`src/rtl/prod_accum_pkg.sv`:
```
// Shared types and default sizing for the product accumulator.
// Imported by the accumulator top and its edge-detector sub-module.
package prod_accum_pkg;

  localparam int DEF_N       = 32;
  localparam int DEF_GUARD   = 8;
  localparam int DEF_MAX_LEN = 256;

  typedef enum logic [1:0] {
    IDLE  = 2'd0,
    ACCUM = 2'd1,
    HOLD  = 2'd2
  } state_t;

endpackage

```
`src/rtl/rise_det.sv`:
```
// Rising-edge detector for the multiplier done level.
// The first clock after reset only loads the history, so a level already high is not an edge.
module rise_det (
  input  logic clk,
  input  logic rst,
  input  logic d,
  output logic rise
);

  logic r_q;
  logic r_armed;

  always_ff @(posedge clk or posedge rst) begin
    if (rst) begin
      r_q     <= 1'b0;
      r_armed <= 1'b0;
    end else begin
      r_q     <= d;
      r_armed <= 1'b1;
    end
  end

  assign rise = d & ~r_q & r_armed;

endmodule

```
`src/rtl/prod_accum.sv`:
```
// Accumulates a run of signed multiplier products, one per done edge, and holds the
// finished sum until the consumer accepts it.
module prod_accum
  import prod_accum_pkg::*;
#(
  parameter int N       = DEF_N,
  parameter int PW      = 2 * N,
  parameter int GUARD   = DEF_GUARD,
  parameter int MAX_LEN = DEF_MAX_LEN,
  localparam int ACC_W  = PW + GUARD,
  localparam int LW     = $clog2(MAX_LEN) + 1
) (
  input  logic                    clk,
  input  logic                    rst,
  input  logic                    start,
  input  logic [LW-1:0]           len,
  input  logic signed [PW-1:0]    product,
  input  logic                    done,
  output logic                    busy,
  output logic signed [ACC_W-1:0] acc_out,
  output logic                    out_valid,
  input  logic                    out_ready,
  output logic                    drop
);

  localparam logic [LW-1:0] MAX_LEN_L = LW'(MAX_LEN);
  localparam logic [LW-1:0] ONE_L     = LW'(1);

  state_t                  r_state;
  logic signed [ACC_W-1:0] r_acc;
  logic [LW-1:0]           r_remaining;
  logic                    r_busy;
  logic                    r_out_valid;
  logic                    r_drop;

  logic                    w_rise;
  logic [LW-1:0]           w_len_clamped;
  logic signed [ACC_W-1:0] w_product_ext;

  rise_det u_rise_det (
    .clk  (clk),
    .rst  (rst),
    .d    (done),
    .rise (w_rise)
  );

  assign w_len_clamped = (len > MAX_LEN_L) ? MAX_LEN_L : len;
  assign w_product_ext = {{GUARD{product[PW-1]}}, product};

  // Guard bits make the sum overflow-free for MAX_LEN terms, so no saturation.
  always_ff @(posedge clk or posedge rst) begin
    if (rst) begin
      r_state     <= IDLE;
      r_acc       <= '0;
      r_remaining <= '0;
      r_busy      <= 1'b0;
      r_out_valid <= 1'b0;
      r_drop      <= 1'b0;
    end else begin
      case (r_state)
        IDLE: begin
          if (start) begin
            r_acc  <= '0;
            r_drop <= 1'b0;
            if (w_len_clamped == '0) begin
              r_state     <= HOLD;
              r_out_valid <= 1'b1;
            end else begin
              r_remaining <= w_len_clamped;
              r_state     <= ACCUM;
              r_busy      <= 1'b1;
            end
          end else if (w_rise) begin
            r_drop <= 1'b1;
          end
        end
        ACCUM: begin
          if (w_rise) begin
            r_acc       <= r_acc + w_product_ext;
            r_remaining <= r_remaining - ONE_L;
            if (r_remaining == ONE_L) begin
              r_state     <= HOLD;
              r_busy      <= 1'b0;
              r_out_valid <= 1'b1;
            end
          end
        end
        HOLD: begin
          if (w_rise) begin
            r_drop <= 1'b1;
          end
          if (out_ready) begin
            r_state     <= IDLE;
            r_out_valid <= 1'b0;
          end
        end
        default: begin
          r_state     <= IDLE;
          r_busy      <= 1'b0;
          r_out_valid <= 1'b0;
        end
      endcase
    end
  end

  assign busy      = r_busy;
  assign out_valid = r_out_valid;
  assign acc_out   = r_acc;
  assign drop      = r_drop;

endmodule

```
`config.mk`:
```
export PLATFORM = sky130hd
export DESIGN_NAME = prod_accum
export DESIGN_NICKNAME = d
export VERILOG_FILES = /design/src/rtl/prod_accum_pkg.sv /design/src/rtl/rise_det.sv /design/src/rtl/prod_accum.sv
export SDC_FILE = /design/constraint.sdc
export NUM_CORES = 1
export LEC_CHECK = 0
export CORE_ASPECT_RATIO = 1.2
export CORE_MARGIN = 5
export CORE_UTILIZATION = 48
export CTS_CLUSTER_SIZE = 12
export DETAILED_ROUTE_END_ITERATION = 8
export GPL_TIMING_DRIVEN = 1
export PLACE_DENSITY = 0.75
export SETUP_SLACK_MARGIN = 0.02
export SYNTH_ARGS = -nofsm -noshare
export SYNTH_HDL_FRONTEND = slang
export SYNTH_SLANG_ARGS = --single-unit
```
`constraint.sdc`:
```
create_clock -name clk -period 3.48 [get_ports clk]
set_clock_uncertainty 0.15 [all_clocks]
set_input_delay 1.044 -clock clk [delete_from_list [all_inputs] [get_ports clk]]
set_output_delay 1.044 -clock clk [all_outputs]
set_load 0.01 [all_outputs]
```
; ---- After elaboration in Yosys (flattened, before gate mapping)
; Index checks and enable logic that the tools add are counted.
[totals]
word_cells = 61
input_bits = 78
out_inout_bits = 75
reg_bits = 88
[classes]
n_reduce_logical = 9
magnitude_cmp = 1
mux = 28
bitwise = 4
n_eq_ne = 9
add_sub_neg = 2
[ops]
columns = op, n
row1 = 72-bit two-way mux, 2
row2 = 72-bit one-hot mux with 2 select lines, 1
row3 = 72-bit by 64-bit adder with 72-bit output, 1
row4 = 9-bit two-way mux, 4
row5 = 9-bit one-hot mux with 2 select lines, 1
row6 = 1-bit two-way mux, 11
row7 = 2-bit two-way mux, 5
row8 = 2-bit != test (second input constant), 5
row9 = 5-bit AND reduction, 2
row10 = 9-bit by 1-bit equality test with 1-bit output (second input constant), 1
row11 = 9-bit greater-than comparator (second input constant), 1
row12 = 9-bit logical NOT, 1
row13 = 9-bit by 1-bit subtractor with 9-bit output (second input constant), 1
row14 = 4-bit AND reduction, 2
row15 = 1-bit one-hot mux with 3 select lines, 2
row16 = 2-bit one-hot mux with 3 select lines, 1
row17 = 2-bit nonzero test, 2
row18 = 3-bit AND reduction, 1
row19 = 1-bit AND, 2
row20 = 2-bit by 1-bit equality test with 1-bit output (second input constant), 1
row21 = 2-bit equality test (second input constant), 1
row22 = 2-bit logical NOT, 1
row23 = 2-bit by 1-bit != test with 1-bit output (second input constant), 1
row24 = 1-bit inverter, 2
row25 = 1-bit one-hot mux with 2 select lines, 1

; ---- Depth between registers and ports, before layout
[depth]
ltp_word = 6
depth_mapped = 12
depth_no_buf = 12

; ---- Modules after synthesis
; A second synthesis with hierarchy kept.
[unflattened]
cells_unflattened = 1008
hier_area_um2 = 7896.3
[by_module_without_submodules]
columns = mod, seq_area_each_um2, cells_per_inst, n_inst, area_each_um2
row1 = prod_accum, 2152.1, 1003, 1, 7830.0
row2 = rise_det, 50.0, 5, 1, 66.3

; ---- Least setup slack after synthesis
; Ideal clock, no wire load.
[synth_path]
kind = input -> register
start = input product[0]
end = register r_acc[54], in the netlist acc_out[54]
arrival_ns = 3.556
t_required_ns = 3.209
setup_ns = 0.121
path_slack_ns = -0.347
n_path_buf = 0
path_stages = 12
cell_sequence = ha_1 fa_1 a211oi_1 o21ai_0 o2111ai_1 a21oi_1 o22a_2 a41o_1 a41oi_1 o21ai_0 xor2_1 a22o_1
[synth_via]
elab_chain_cells = 3
[synth_lines]
columns = item, line_no
row1 = from (decl), prod_accum.sv:17  ; input logic signed [PW-1:0] product,
row2 = 72-bit by 64-bit adder with 72-bit output, prod_accum.sv:79  ; r_acc <= r_acc + w_product_ext;
row3 = 72-bit two-way mux, prod_accum.sv:78  ; if (w_rise) begin
row4 = 72-bit one-hot mux with 2 select lines, prod_accum.sv:60  ; case (r_state)
row5 = to (signal assigned), prod_accum.sv:79
row6 = to (decl), prod_accum.sv:30  ; logic signed [ACC_W-1:0] r_acc;
; No other way between the ends. The select of a mux whose other input is x is not followed.
; A chain may end at the register's enable or synchronous reset.

; ---- Worst setup path in the final report
; Ends and elaborated chain as after synthesis.

==> impl_results.md <==
- Vias in the first global route: 9001
- Failing checks: negative setup slack
- Worst-Margin Slew: 0.666 ns
- Worst skew pair latency: 0.36 ns
- Starting Density: 48.5%
- Fin util: 80.7%
- Number of vias per cell: 5.86
- P_sw: 4.20 mW
- Antenna-violating nets left: 0
- HP Start: drop
- Ports: 153
- Placed instance area: 0.0111 sq mm
- Final setup fails: 2
- Fmax: 0.287 GHz
- Power Density: 777 mW/mm^2
- DP HPWL: 19.3 mm
- Switching part of the total: 43.4%
- CTS buffer count: 9
- Synth Net Count: 1091
- Leakage power: 5.52 nW
- Maximum fanout along the worst path: 3
- Final worst slack: -0.00426 ns
- Hold depth: 2
- Combinational share of power: 69.3%
- Synth Flop Type: dfrtp_1
- GRT Total Usage: 29.8%
- Final Cycle Share: 100%
- CP arrival: 3.59 ns
- CP Capture Type: flip-flop
- Reg2Reg Depth: 12
- RePlAce Congestion: 0.933
- Routed len/inst: 19.0 um
- Worst IR Drop VDD: 477 uV
- Seq/Total Area, Yosys: 29.4%
- YS warnings: 0
- Final Cell Area: 0.0125 sq mm
- R2R Path End: acc_out[54]
- # diodes: 0
- Die Width: 124 um
- Clock transition at the registers of the reported paths: 0.08 ns
- Initial antenna violation count: 0
- P_int: 5.48 mW
- Global route overflow: 0
- Slew Limit Headroom: 55.2%
- Hold WS: 0.360 ns
- Vias: 8967
- DRT Pass-1 Iters: 5
- Hold endpoint: drop
- Worst setup SP type: primary input
- Launch point of the worst reg-to-reg path: acc_out[0]
- Critical Path RT: 3.58 ns
- Maxcap violations: 0
- Clk pwr share: 11.6%
- Buffers on Ports: 152
- # hold bufs at CTS: 0
- H-tree levels: 3
- First-pass GRT wire length: 43.6 mm
- Area growth syn-to-layout: 66.4%
- Clock Path Buffers: 2
- Worst path slowest cell: fa_2
- EDFF count, synth: 0
- Biggest cell delay along the critical path: 0.36 ns
- Yosys cell types: 68
- Post-synthesis cell count: 939
- Async set or reset register ratio after synthesis: 100%
- Placement Rows: 50
- Synth Area per Inst: 7.98 sq um
- Commonest non-fill, non-tap cell in the layout: buf_4
- CTS tree: yes
- Period minus WS final: 3.48 ns
- Register-to-register setup slack: 0.32 ns
- Die area: 0.0182 sq mm
- RSZ-0062 raised after global routing: true
- Hold Fails Final Rpt: 0
- First DRT Iteration DRCs: 718
- Post-synthesis cell area: 0.00749 sq mm
- CTS Root Cell: clkbuf_16
- Net count, final: 1468
- Slew Limit Fails: 0
- Drt total wl: 29.1 mm
- Critical-path cell list: buf_6 > ha_4 > fa_2 > a211oi_2 > o21ai_2 > o2111ai_2 > a21oi_2 > o22a_2 > a41o_1 > a41oi_2 > o21ai_1 > xor2_1 > a22o_1
- Hold Crit Class: reg2reg
- Clk sinks: 88
- Layout cells sized above 1: 36.1%
- #FFs+latches synth: 88
- Register share of total power: 19.1%
- Crit Path Class: in2reg
- Run status: complete, but fails checks
- DIE HEIGHT: 147 um
- Most frequent cells in the layout: buf_4, nand2_1, clkdlybuf4s50_1
- Residual DRC: 0
- Core area: 0.0155 sq mm
- Largest net degree at the start of global routing: 62
==> Yosys cell counts (10+ instances only) <==
cell / number / share of area [%]
a21o_1: 32 / 3.2
o21a_1: 11 / 1.1
o21bai_1: 10 / 1.0
xnor2_1: 34 / 4.0
a21oi_1: 94 / 6.3
ha_1: 73 / 12
nor3_1: 14 / 0.94
inv_1: 20 / 1.0
nand2_1: 127 / 6.4
nand3_1: 11 / 0.73
dfrtp_1: 88 / 29
a31oi_1: 14 / 1.2
nand4_1: 18 / 1.5
nor2_1: 69 / 3.5
xor2_1: 33 / 3.9
o21ai_0: 120 / 8.0
clkbuf_1: 36 / 1.8
==> metrics by stage <==
| step | setup WS [ns] | std cells | setup TNS, ns | total power [mW] |
|---|---|---|---|---|
| floorplan | -0.0659 | 939 | -0.0873 | 4.77 |
| global placement | -0.835 | 1478 | -29.96 | 7.27 |
| detailed placement | -0.830 | 1478 | -31.25 | 7.38 |
| CTS | 0.0204 | 1516 | 0 | 9.09 |
| global route | -0.115 | 1529 | -0.896 | 10.3 |
| finish | -0.00426 | 1529 | -0.00550 | 9.68 |
==> metal layers <==
layer / vias up / wire [um] / track usage [%]
met5: - / 0 / 0
met4: 0 / 1030 / 11.6
met3: 93 / 1880 / 6.16
met2: 366 / 14800 / 52.1
met1: 4340 / 11400 / 35.2
li1: 4168 / - / -
==> registers in the layout (all words and copies together), names as in the netlist <==
name / flops
drop: 1
u_rise_det.r_q: 1
u_rise_det.r_armed: 1
acc_out: 72
busy: 1
r_state: 2
out_valid: 1
r_remaining: 9
==> worst max-delay path by stage <==
stage	from	endpoint	slack, ns	depth (start not counted)
6_report	product[0]	acc_out[54]	-0.004	13
5_1_grt	product[0]	acc_out[46]	-0.11	13
4_1_cts	product[18]	acc_out[56]	0.02	12
3_5_place_dp	product[0]	acc_out[68]	-0.83	13
3_3_place_gp	product[0]	acc_out[68]	-0.83	13
2_1_floorplan	product[0]	acc_out[68]	-0.07	12
==> cells by family after synthesis <==
| kind of cell | count (synthesis) | share of synthesized area (%) |
|---|---|---|
| compound gates | 353 | 28.8 |
| flops | 88 | 29.4 |
| simple gates | 291 | 17.8 |
| buf+inv | 62 | 3.21 |
| xor+xnor | 67 | 7.83 |
| mux | 3 | 0.434 |
| fa+ha+maj | 74 | 12.5 |
| other cells | 1 | 0.0501 |
==> cell type report <==
cell class | instances | area [sq um]
repair buffers | 408 | 3310
fillers | 984 | 2990
clock inverters | 7 | 101
multi-input cells | 789 | 6290
well taps | 208 | 260
flip-flops and latches | 88 | 2200
inverters | 20 | 78.8
clock buffers | 9 | 225
==> critical path: cells and delay by family <==
kind                       cells  cell delay, ns
AOI/OAI and AO/OA              9            1.77
xor gates and xnor gates       1            0.17
adders and majority gates      2            0.51
buffers and inverters          1            0.10
==> power by group through the flow <==
stage	logic [mW]	registers, mW	clock network (mW)
after CTS	6.15	1.82	1.12
after detailed placement	5.61	1.78	0
final	6.71	1.85	1.12
after global placement	5.51	1.76	0
after floorplan	2.95	1.82	0
after global routing	7.21	1.90	1.17
==> repair_timing <==
action	CTS	global route
endpoints found under the setup margin	46	30
buffers inserted	22	14
pin swaps	87	93
cloned	0	0
resized for setup	175	137
(Power assumes the default switching activity.)
